==> config.mk <==
export PLATFORM = sky130hd
export DESIGN_NAME = instr_fetch_queue_flat
export DESIGN_NICKNAME = d
export VERILOG_FILES = /design/src/rtl/instr_fetch_queue_if.sv /design/src/rtl/instr_fetch_queue.sv /design/src/flat_wrapper.sv
export SDC_FILE = /design/constraint.sdc
export NUM_CORES = 1
export LEC_CHECK = 0
export CORE_MARGIN = 4
export CORE_UTILIZATION = 50
export CTS_CLUSTER_DIAMETER = 150
export DETAILED_ROUTE_END_ITERATION = 16
export MAX_ROUTING_LAYER = met4
export PLACE_DENSITY = 0.76
export SLEW_MARGIN = 20
export SYNTH_ARGS = -nofsm -noshare
export SYNTH_HDL_FRONTEND = slang
export SYNTH_SLANG_ARGS = --single-unit
==> constraint.sdc <==
create_clock -name clk -period 3 [get_ports clk]
set_input_delay 0.6 -clock clk [delete_from_list [all_inputs] [get_ports clk]]
set_output_delay 0.6 -clock clk [all_outputs]
set_load 0.01 [all_outputs]
==> src/rtl/instr_fetch_queue_if.sv <==
// Fetch-queue bus bundle: redirect input, instruction-memory request/response,
// decoded-instruction output handshake and the sticky response-error flag.
interface instr_fetch_queue_if;
    logic        redirect_valid;
    logic [31:0] redirect_pc;
    logic        mem_req_valid;
    logic [31:0] mem_req_addr;
    logic        mem_req_ready;
    logic        mem_resp_valid;
    logic [31:0] mem_resp_data;
    logic        out_valid;
    logic [31:0] out_instr;
    logic [31:0] out_pc;
    logic        out_ready;
    logic        resp_err;

    modport master (
        input  redirect_valid, redirect_pc, mem_req_ready, mem_resp_valid,
               mem_resp_data, out_ready,
        output mem_req_valid, mem_req_addr, out_valid, out_instr, out_pc, resp_err
    );

    modport slave (
        output redirect_valid, redirect_pc, mem_req_ready, mem_resp_valid,
               mem_resp_data, out_ready,
        input  mem_req_valid, mem_req_addr, out_valid, out_instr, out_pc, resp_err
    );
endinterface

==> src/rtl/instr_fetch_queue.sv <==
// Instruction fetch queue: credit-limited sequential fetch into a circular buffer,
// with redirect flush and dropping of responses to requests issued before a redirect.
module instr_fetch_queue #(
    parameter int unsigned DEPTH    = 4,
    parameter logic [31:0] RESET_PC = 32'h0000_0000
) (
    input logic                 clk,
    input logic                 reset,
    instr_fetch_queue_if.master bus
);
    localparam int unsigned PW = $clog2(DEPTH);
    localparam int unsigned CW = PW + 1;
    localparam logic [CW:0] DEPTH_L = (CW+1)'(DEPTH);

    logic [31:0]   fetch_pc_q, fetch_pc_d;
    logic [31:0]   resp_pc_q, resp_pc_d;
    logic [CW-1:0] occ_q, occ_d;
    logic [CW-1:0] outst_q, outst_d;
    logic [CW-1:0] drop_q, drop_d;
    logic [PW-1:0] head_q, head_d;
    logic [PW-1:0] tail_q, tail_d;
    logic          resp_err_q, resp_err_d;

    logic [31:0] instr_mem_q [DEPTH];
    logic [31:0] pc_mem_q [DEPTH];

    logic [31:0] redirect_pc_aligned;
    logic        credit_ok;
    logic        req_valid;
    logic        req_fire;
    logic        resp_acc;
    logic        resp_spur;
    logic        out_valid;
    logic        pop;
    logic        push;

    assign redirect_pc_aligned = bus.redirect_pc & 32'hFFFF_FFFC;

    // Handshake qualifiers; redirect and reset suppress both request and output.
    always_comb begin
        credit_ok = ({1'b0, occ_q} + {1'b0, outst_q}) < DEPTH_L;
        req_valid = !reset && !bus.redirect_valid && credit_ok;
        req_fire  = req_valid && bus.mem_req_ready;
        resp_acc  = bus.mem_resp_valid && (outst_q != '0);
        resp_spur = bus.mem_resp_valid && (outst_q == '0);
        out_valid = !reset && !bus.redirect_valid && (occ_q != '0);
        pop       = out_valid && bus.out_ready;
        push      = !reset && resp_acc && !bus.redirect_valid && (drop_q == '0);
    end

    always_comb begin
        fetch_pc_d = fetch_pc_q;
        resp_pc_d  = resp_pc_q;
        occ_d      = occ_q;
        drop_d     = drop_q;
        head_d     = head_q;
        tail_d     = tail_q;
        resp_err_d = resp_err_q | resp_spur;
        outst_d    = outst_q + CW'(req_fire) - CW'(resp_acc);

        if (bus.redirect_valid) begin
            // Everything still in flight after this cycle belongs to the old path.
            occ_d      = '0;
            head_d     = '0;
            tail_d     = '0;
            fetch_pc_d = redirect_pc_aligned;
            resp_pc_d  = redirect_pc_aligned;
            drop_d     = outst_q - CW'(resp_acc);
        end else begin
            if (resp_acc && (drop_q != '0)) begin
                drop_d = drop_q - CW'(1);
            end
            if (push) begin
                tail_d    = tail_q + PW'(1);
                resp_pc_d = resp_pc_q + 32'd4;
            end
            if (pop) begin
                head_d = head_q + PW'(1);
            end
            occ_d = occ_q + CW'(push) - CW'(pop);
            if (req_fire) begin
                fetch_pc_d = fetch_pc_q + 32'd4;
            end
        end
    end

    always_ff @(posedge clk) begin
        if (reset) begin
            fetch_pc_q <= RESET_PC;
            resp_pc_q  <= RESET_PC;
            occ_q      <= '0;
            outst_q    <= '0;
            drop_q     <= '0;
            head_q     <= '0;
            tail_q     <= '0;
            resp_err_q <= 1'b0;
        end else begin
            fetch_pc_q <= fetch_pc_d;
            resp_pc_q  <= resp_pc_d;
            occ_q      <= occ_d;
            outst_q    <= outst_d;
            drop_q     <= drop_d;
            head_q     <= head_d;
            tail_q     <= tail_d;
            resp_err_q <= resp_err_d;
        end
    end

    always_ff @(posedge clk) begin
        if (push) begin
            instr_mem_q[tail_q] <= bus.mem_resp_data;
            pc_mem_q[tail_q]    <= resp_pc_q;
        end
    end

    assign bus.mem_req_valid = req_valid;
    assign bus.mem_req_addr  = reset ? RESET_PC : fetch_pc_q;
    assign bus.out_valid     = out_valid;
    assign bus.out_instr     = reset ? '0 : instr_mem_q[head_q];
    assign bus.out_pc        = reset ? '0 : pc_mem_q[head_q];
    assign bus.resp_err      = resp_err_q;
endmodule

==> src/flat_wrapper.sv <==
// flat-port wrapper written by rule: the top's interface ports become plain ports
module instr_fetch_queue_flat 
#(
    parameter int unsigned DEPTH    = 4,
    parameter logic [31:0] RESET_PC = 32'h0000_0000
)
  (clk, reset, bus_redirect_valid, bus_redirect_pc, bus_mem_req_ready, bus_mem_resp_valid, bus_mem_resp_data, bus_out_ready, bus_mem_req_valid, bus_mem_req_addr, bus_out_valid, bus_out_instr, bus_out_pc, bus_resp_err);
  instr_fetch_queue_if bus_i ();
  input logic clk;
  input logic reset;
  input wire logic [$bits(bus_i.redirect_valid)-1:0] bus_redirect_valid;
  input wire logic [$bits(bus_i.redirect_pc)-1:0] bus_redirect_pc;
  input wire logic [$bits(bus_i.mem_req_ready)-1:0] bus_mem_req_ready;
  input wire logic [$bits(bus_i.mem_resp_valid)-1:0] bus_mem_resp_valid;
  input wire logic [$bits(bus_i.mem_resp_data)-1:0] bus_mem_resp_data;
  input wire logic [$bits(bus_i.out_ready)-1:0] bus_out_ready;
  output wire logic [$bits(bus_i.mem_req_valid)-1:0] bus_mem_req_valid;
  output wire logic [$bits(bus_i.mem_req_addr)-1:0] bus_mem_req_addr;
  output wire logic [$bits(bus_i.out_valid)-1:0] bus_out_valid;
  output wire logic [$bits(bus_i.out_instr)-1:0] bus_out_instr;
  output wire logic [$bits(bus_i.out_pc)-1:0] bus_out_pc;
  output wire logic [$bits(bus_i.resp_err)-1:0] bus_resp_err;
  assign bus_i.redirect_valid = bus_redirect_valid;
  assign bus_i.redirect_pc = bus_redirect_pc;
  assign bus_i.mem_req_ready = bus_mem_req_ready;
  assign bus_i.mem_resp_valid = bus_mem_resp_valid;
  assign bus_i.mem_resp_data = bus_mem_resp_data;
  assign bus_i.out_ready = bus_out_ready;
  assign bus_mem_req_valid = bus_i.mem_req_valid;
  assign bus_mem_req_addr = bus_i.mem_req_addr;
  assign bus_out_valid = bus_i.out_valid;
  assign bus_out_instr = bus_i.out_instr;
  assign bus_out_pc = bus_i.out_pc;
  assign bus_resp_err = bus_i.resp_err;
  instr_fetch_queue #(.DEPTH(DEPTH), .RESET_PC(RESET_PC)) u_core (.clk(clk), .reset(reset), .bus(bus_i));
endmodule
==> qor.csv, run 1 <==
metric,value,unit
async_reset_ff_share,0,%
max_stage_delay,0.53,ns
drc,0,
initialDrtViolationCount,654,
postSynthCellCount,951,
pwr-share-comb,8.8,%
endpoint_kind,primary output,
synth_area_leader_cell,edfxtp_1,
whs,0.472,ns
tns,0,ns
maxSlewViolCount,0,
pre_cts_slack,-0.0332,ns
nets,1225,
dieArea,30500,um^2
path_class,flop to primary output,
worst_pin_slew,0.770,ns
track_usage,19.7,%
slew_headroom,48.7,%
grt_max_degree,63,
rows,60,
cts_buffers,34,
cts_hold_buffers,0,
ys_ff_latch,324,
fin_skew,0.0114,ns
post-synth-top-count-cell,edfxtp_1,
crit_buf_inv,2,
cp-start-kind,flop,
fillers,1958,
tritoncts,built,
syn_area_per_cell,14.6,um^2
synth_commonest_cells,"edfxtp_1 (248), nor2b_1 (91), dfxtp_1 (76)",
cp.arrival,2.32,ns
worst_slack,0.0814,ns
setup_viol,0,
vias,8564,
outcome,"complete, no violations",
crit_chain,buf_12 > mux4_2 > nor2b_1 > clkdlybuf4s50_1,
drive_gt1_share,14.7,%
vias_per_cell,5.58,
synth_edf_count,248,
top_usage_layer,met2,
start_util,51.2,%
grt_overflow,0,
crit_family,buffers and inverters,
hp-class,flop to flop,
die_w,175,um
timing.fmax,343,MHz
ys_seq_area_share,64.6,%
synth-main-ff-cell,edfxtp_1,
stdcell_area,17300,um^2
port_buffers,162,
synth.area.top_cells,"edfxtp_1 (54%), dfxtp_1 (11%), mux4_2 (10%)",
drt_first_pass_iters,5,
clk_root_buffer_cell,clkbuf_16,
core,27100,um^2
cap_violations,0,
wl_per_cell,19.2,um
dp_hpwl,19.0,mm
clock_path_buffers,3,
intPower,7.87,mW
use_met2,30.5,%
synth_top_area_share,53.7,%
dieHeight,175,um
area_delta_synth_final,24.9,%
power_density,581,nW/um^2
rsz0062_at_grt,true,
cp.required,2.40,ns
clk_pin_slew,0.06,ns
ant_nets,0,
grt_first_pass_wirelength,46.8,mm
peakVddDrop,0.000373,V
h-tree-depth,2,
gp_congestion,0.861,
fin_crit,2.92,ns
fin_crit_sh,97.3,%
clk_latency,0.51,ns
cp_slowest_cell,clkdlybuf4s50_1,
crit_fanout,11,
use_met3,3.27,%
place_area,16200,um^2
yosys_warnings,0,
antenna_found_initial,0,
hold_viol,0,
yosysUniqueCellTypes,65,
antenna_cells,0,
power_frac_seq,51.0,%
grt_pass1_vias,8538,
clock-sinks,324,
ios,169,
wirelength,29.5,mm
p_leak,5.93,nW
switchingPower,2.20,mW
grtUsageMet1,28.1,%
switching_share,21.8,%
syn_area,13900,um^2
clkPwrFrac,40.2,%
[power by group through the flow]
stage	registers, mW	logic [mW]	clock network, mW
floorplan	5.17	0.502	0
detailed placement	5.22	0.901	0
finish	5.13	0.890	4.04
global placement	5.21	0.888	0
global route	5.15	0.985	4.33
CTS	5.13	0.902	4.13
[sequential cells by signal (all words and copies together), names as in the netlist, named ones only]
register	count
u_core.instr_mem_q	128
u_core.pc_mem_q	120
u_core.fetch_pc_q	30
u_core.resp_pc_q	30
u_core.drop_q	3
u_core.occ_q	3
u_core.outst_q	3
u_core.head_q	2
u_core.tail_q	2
u_core.bus.resp_err	1
[repair_timing]
item                       in CTS  in global routing
pin swaps                       0                  0
buffers inserted                2                  1
setup endpoints to repair      55                 24
resized for setup              16                 16
[worst reg2reg max path: cells and delay by family (launching register included)]
| kind | cells | cell delay (ns) |
|---|---|---|
| compound gates | 1 | 0.20 |
| fa+ha+maj | 1 | 0.21 |
| buf+inv | 1 | 0.17 |
| flops | 1 | 0.37 |
| mux | 1 | 0.34 |
| simple gates | 3 | 1.08 |
[metrics by stage]
stage	util [%]	std cells	power, mW
finish	64.0	1534	10.1
global placement	59.8	1470	6.10
floorplan	-	954	5.68
CTS	63.8	1533	10.2
detailed placement	59.8	1470	6.12
global route	64.0	1534	10.5
[path summary, 6_finish.rpt]
kind                            depth (start not counted)  slack [ns]                     to                start
worst min register to register                          2        0.47    u_core.bus.resp_err  u_core.bus.resp_err
worst max register to register                          7        0.56  u_core.fetch_pc_q[28]      u_core.occ_q[1]
worst min-delay path                                    2        0.47    u_core.bus.resp_err  u_core.bus.resp_err
worst max-delay path                                    4        0.08         bus_out_pc[18]                 flop
[cells in the final DEF (no fill, tap or decap), drive strengths merged, types with 14 or more instances in the layout]
cell type	count
clkdlybuf4s50	132
nor3	16
nand4	30
a21oi	30
a21boi	22
ha	16
edfxtp	248
nor2b	91
mux4	62
nand3	22
inv	31
dlygate4sd2	14
nor2	35
buf	41
xor2	29
nand2	51
clkbuf	44
dlymetal6s2s	15
dfxtp	76
[metal layers]
layer | up-vias | share of wire, %
li1 | 3990 | -
met1 | 4202 | 45
met2 | 338 | 47
met3 | 34 | 6.4
met4 | 0 | 1.4
met5 | - | 0
[cell type report]
type / instances / area, um^2 / area share (%)
flip-flops and latches: 324 / 8970 / 51.8
well taps: 372 / 465 / 2.68
clock inverters: 17 / 158 / 0.909
inverters: 31 / 116 / 0.671
repair buffers: 202 / 2130 / 12.3
clock buffers: 44 / 920 / 5.30
multi-input cells: 544 / 4570 / 26.3
[kinds of logic (layout without fill, tap and decap cells)]
| kind of cell | Yosys count | count (layout) | share of synthesized area (%) |
|---|---|---|---|
| DFF | 324 | 324 | 64.6 |
| muxes | 70 | 70 | 10.7 |
| other | 1 | 4 | 0.0270 |
| and+or+nand+nor | 294 | 294 | 12.1 |
| xor gates and xnor gates | 42 | 42 | 2.65 |
| buffers and inverters | 86 | 294 | 2.58 |
| AOI/OAI and AO/OA | 116 | 116 | 5.62 |
| adders and majority gates | 18 | 18 | 1.73 |
Note: power is estimated with default switching activity, not from simulation.
==> inputs of run 2 (changes only) <==
--- a/config.mk
+++ b/config.mk
@@ -5,8 +5,9 @@
 export SDC_FILE = /design/constraint.sdc
 export NUM_CORES = 1
 export LEC_CHECK = 0
-export CORE_MARGIN = 4
-export CORE_UTILIZATION = 50
+export ABC_AREA = 1
+export CORE_MARGIN = 10
+export CORE_UTILIZATION = 51
 export CTS_CLUSTER_DIAMETER = 150
 export DETAILED_ROUTE_END_ITERATION = 16
 export MAX_ROUTING_LAYER = met4
==> run 2 against run 1 <==
Against the previous run: combinational power is 8.5% higher; sequential share of layout area is 2.2 points lower; clock-buffer cell count is 1 higher; clock power is 1% lower; clock skew is 0.0026 ns higher; sequential power hardly changed; critical endpoint is now bus_out_instr[15]; global-route usage is 1.9 points higher.
==> qor.csv, run 2 <==
metric,value,unit,change
gp_congestion,0.928,,+7.7%
intPower,7.68,mW,-2.4%
ys_seq_area_share,60.8,%,-3.8 points
post-synth-top-count-cell,nor2_1,,
final_core_util,63.2,%,-0.76 points
syn_area_per_cell,9.15,um^2,-37%
nets,1859,,+52%
clk_pin_slew,0.06,ns,about the same
place_area,16900,um^2,+4.4%
p_leak,6.59,nW,+11%
top_register,u_core.instr_mem_q,,
worst_pin_slew,0.712,ns,-0.0571 ns
synth_area_leader_cell,edfxtp_1,,
fillers,2250,,+15%
postSynthCellCount,1612,,+70%
clock-sinks,324,,unchanged
cp.arrival,2.35,ns,+0.03 ns
vias,11900,,+39%
most-common-layout-cells,"nor2_1 (403), edfxtp_1 (248), nand2_1 (243)",,
track_usage,21.6,%,+1.9 points
path_class,flop to primary output,,
h-tree-depth,2,,unchanged
rsz0062_at_grt,true,,
slew_headroom,52.3,%,+3.6 points
hold_viol,0,,unchanged
switchingPower,2.38,mW,+8.5%
fin_skew,0.0140,ns,+0.00260 ns
drive_gt1_share,6.18,%,-8.5 points
cap_violations,0,,unchanged
hp-class,flop to flop,,
antenna_found_initial,0,,unchanged
reg_top3,"u_core.instr_mem_q (128), u_core.pc_mem_q (120)",,
fin_crit,2.95,ns,+0.0273 ns
synth.area.top_cells,"edfxtp_1 (50%), nor2_1 (10%), dfxtp_1 (10%)",,
power_frac_seq,50.8,%,-0.2 points
synth-main-ff-cell,edfxtp_1,,
rows,62,,+3.3%
clk_latency,0.52,ns,about the same
yosysUniqueCellTypes,40,,-38%
clkPwrFrac,39.6,%,-0.6 points
stdcell_area,18100,um^2,+4.4%
tritoncts,built,,
largest_register_ffs,128,,unchanged
mostFrequentLayoutCell,nor2_1,,
clock_path_buffers,3,,unchanged
cp.required,2.40,ns,about the same
die_w,190,um,+8.9%
dieHeight,190,um,+8.9%
switching_share,23.7,%,+1.8 points
synth_edf_count,248,,unchanged
power_density,556,nW/um^2,-4.2%
drc,0,,unchanged
timing.fmax,339,MHz,-0.93%
ant_nets,0,,unchanged
setup_viol,0,,unchanged
wirelength,39.3,mm,+33%
ys_ff_latch,324,,unchanged
start_util,51.5,%,+0.34 points
cts_buffers,34,,unchanged
grt_overflow,0,,unchanged
crit_fanout,24,,+13
area_delta_synth_final,22.6,%,
grt_first_pass_wirelength,60.8,mm,+30%
ios,169,,unchanged
cts_hold_buffers,0,,unchanged
grt_pass1_vias,11400,,+34%
wl_per_cell,18.0,um,-6.3%
pwr-share-comb,9.6,%,+0.8 points
clk_root_buffer_cell,clkbuf_16,,
dieArea,36100,um^2,+19%
dp_hpwl,25.3,mm,+33%
antenna_cells,0,,unchanged
yosys_warnings,0,,unchanged
async_reset_ff_share,0,%,unchanged
vias_per_cell,5.44,,-2.5%
fin_crit_sh,98.2,%,+0.91 points
synth_commonest_cells,"nor2_1 (407), edfxtp_1 (248), nand2_1 (243)",,
maxSlewViolCount,0,,unchanged
endpoint_kind,primary output,,
port_buffers,162,,unchanged
grt_max_degree,50,,-21%
cp-start-kind,flop,,
initialDrtViolationCount,954,,+46%
cts_setup_buffers,0,,-2
peakVddDrop,0.000320,V,-14%
drt_first_pass_iters,5,,unchanged
outcome,"complete, no violations",,
syn_area,14800,um^2,+6.3%
core,28600,um^2,+5.6%
synth_top_area_share,50.5,%,-3.2 points
## run 2: what timing repair did
item | 4_1_cts | 5_1_grt
endpoints found under the hold margin | 0 | 0
resized for setup | 3 | 15
setup endpoints to repair | 28 | 36
pin swaps | 0 | 1
cloned | 1 | 1
## run 2: path summary, 6_finish.rpt
check | startpoint | end | slack (ns) | cells past startpoint
hold / removal | u_core.bus.resp_err | u_core.bus.resp_err | 0.45 | 2
hold reg to reg | u_core.bus.resp_err | u_core.bus.resp_err | 0.45 | 2
setup reg to reg | u_core.outst_q[1] | u_core.outst_q[2] | 0.78 | 10
setup / recovery | flop | bus_out_instr[15] | 0.05 | 6
## run 2: cells by family after synthesis
kind of cell	count (synthesis)	synth area share, %
buffers and inverters	197	5.44
flip-flops	324	60.8
XOR/XNOR	10	0.594
adder cells (fa/ha/maj)	18	1.63
AND/OR/NAND/NOR	756	20.9
other	1	0.0254
AO/OA/AOI/OAI	306	10.6
## run 2: through the flow
stage               cells  TNS, ns  worst slack [ns]  total power, mW  hold slack (ns)
finish               2180        0            0.0541             10.1            0.451
global route         2180  -0.0857           -0.0337             10.4            0.483
CTS                  2179        0           0.00408             10.1            0.455
detailed placement   2117        0             0.296             6.15            0.445
global placement     2117        0             0.333             6.12            0.443
floorplan            1615   -93.59            -0.377             5.72            0.447
## run 2: power by group through the flow
stage	clock, mW	sequential (mW)	combinational (mW)
6_report	3.99	5.11	0.966
5_1_grt	4.23	5.12	1.08
4_1_cts	4.04	5.10	0.964
3_5_place_dp	0	5.20	0.955
3_3_place_gp	0	5.19	0.933
2_1_floorplan	0	5.16	0.553
## run 2: critical path: stages (launching register included)
cell             delay, ns
dfxtp_4               0.49
clkbuf_16             0.27
nor2_1                0.07
nor2_1                0.13
o21ai_0               0.14
a21oi_1               0.17
clkdlybuf4s50_1       0.57
## run 2: cell type report
type | count | area [um^2] | share of cell area [%]
flip-flops and latches | 324 | 8980 | 49.6
multi-input cells | 1094 | 5040 | 27.8
repair buffers | 195 | 2060 | 11.4
clock buffers | 45 | 933 | 5.16
well taps | 384 | 480 | 2.66
inverters | 122 | 473 | 2.61
clock inverters | 16 | 131 | 0.726
## run 2: layer usage
layer	track usage [%]	vias up	routed length, um	part of all wire, %
met1	27.6	5587	16600	42
met4	5.86	0	840	2.1
li1	-	5704	-	-
met5	-	-	0	0
met2	34.9	506	18600	47
met3	3.73	65	3270	8.3
==> inputs of run 3 (changes only) <==
--- a/config.mk
+++ b/config.mk
@@ -6,6 +6,7 @@
 export NUM_CORES = 1
 export LEC_CHECK = 0
 export ABC_AREA = 1
+export CAP_MARGIN = 20
 export CORE_MARGIN = 10
 export CORE_UTILIZATION = 51
 export CTS_CLUSTER_DIAMETER = 150
==> results of run 3 <==
Final layout, timing and power as in run 2 (identical DEF).
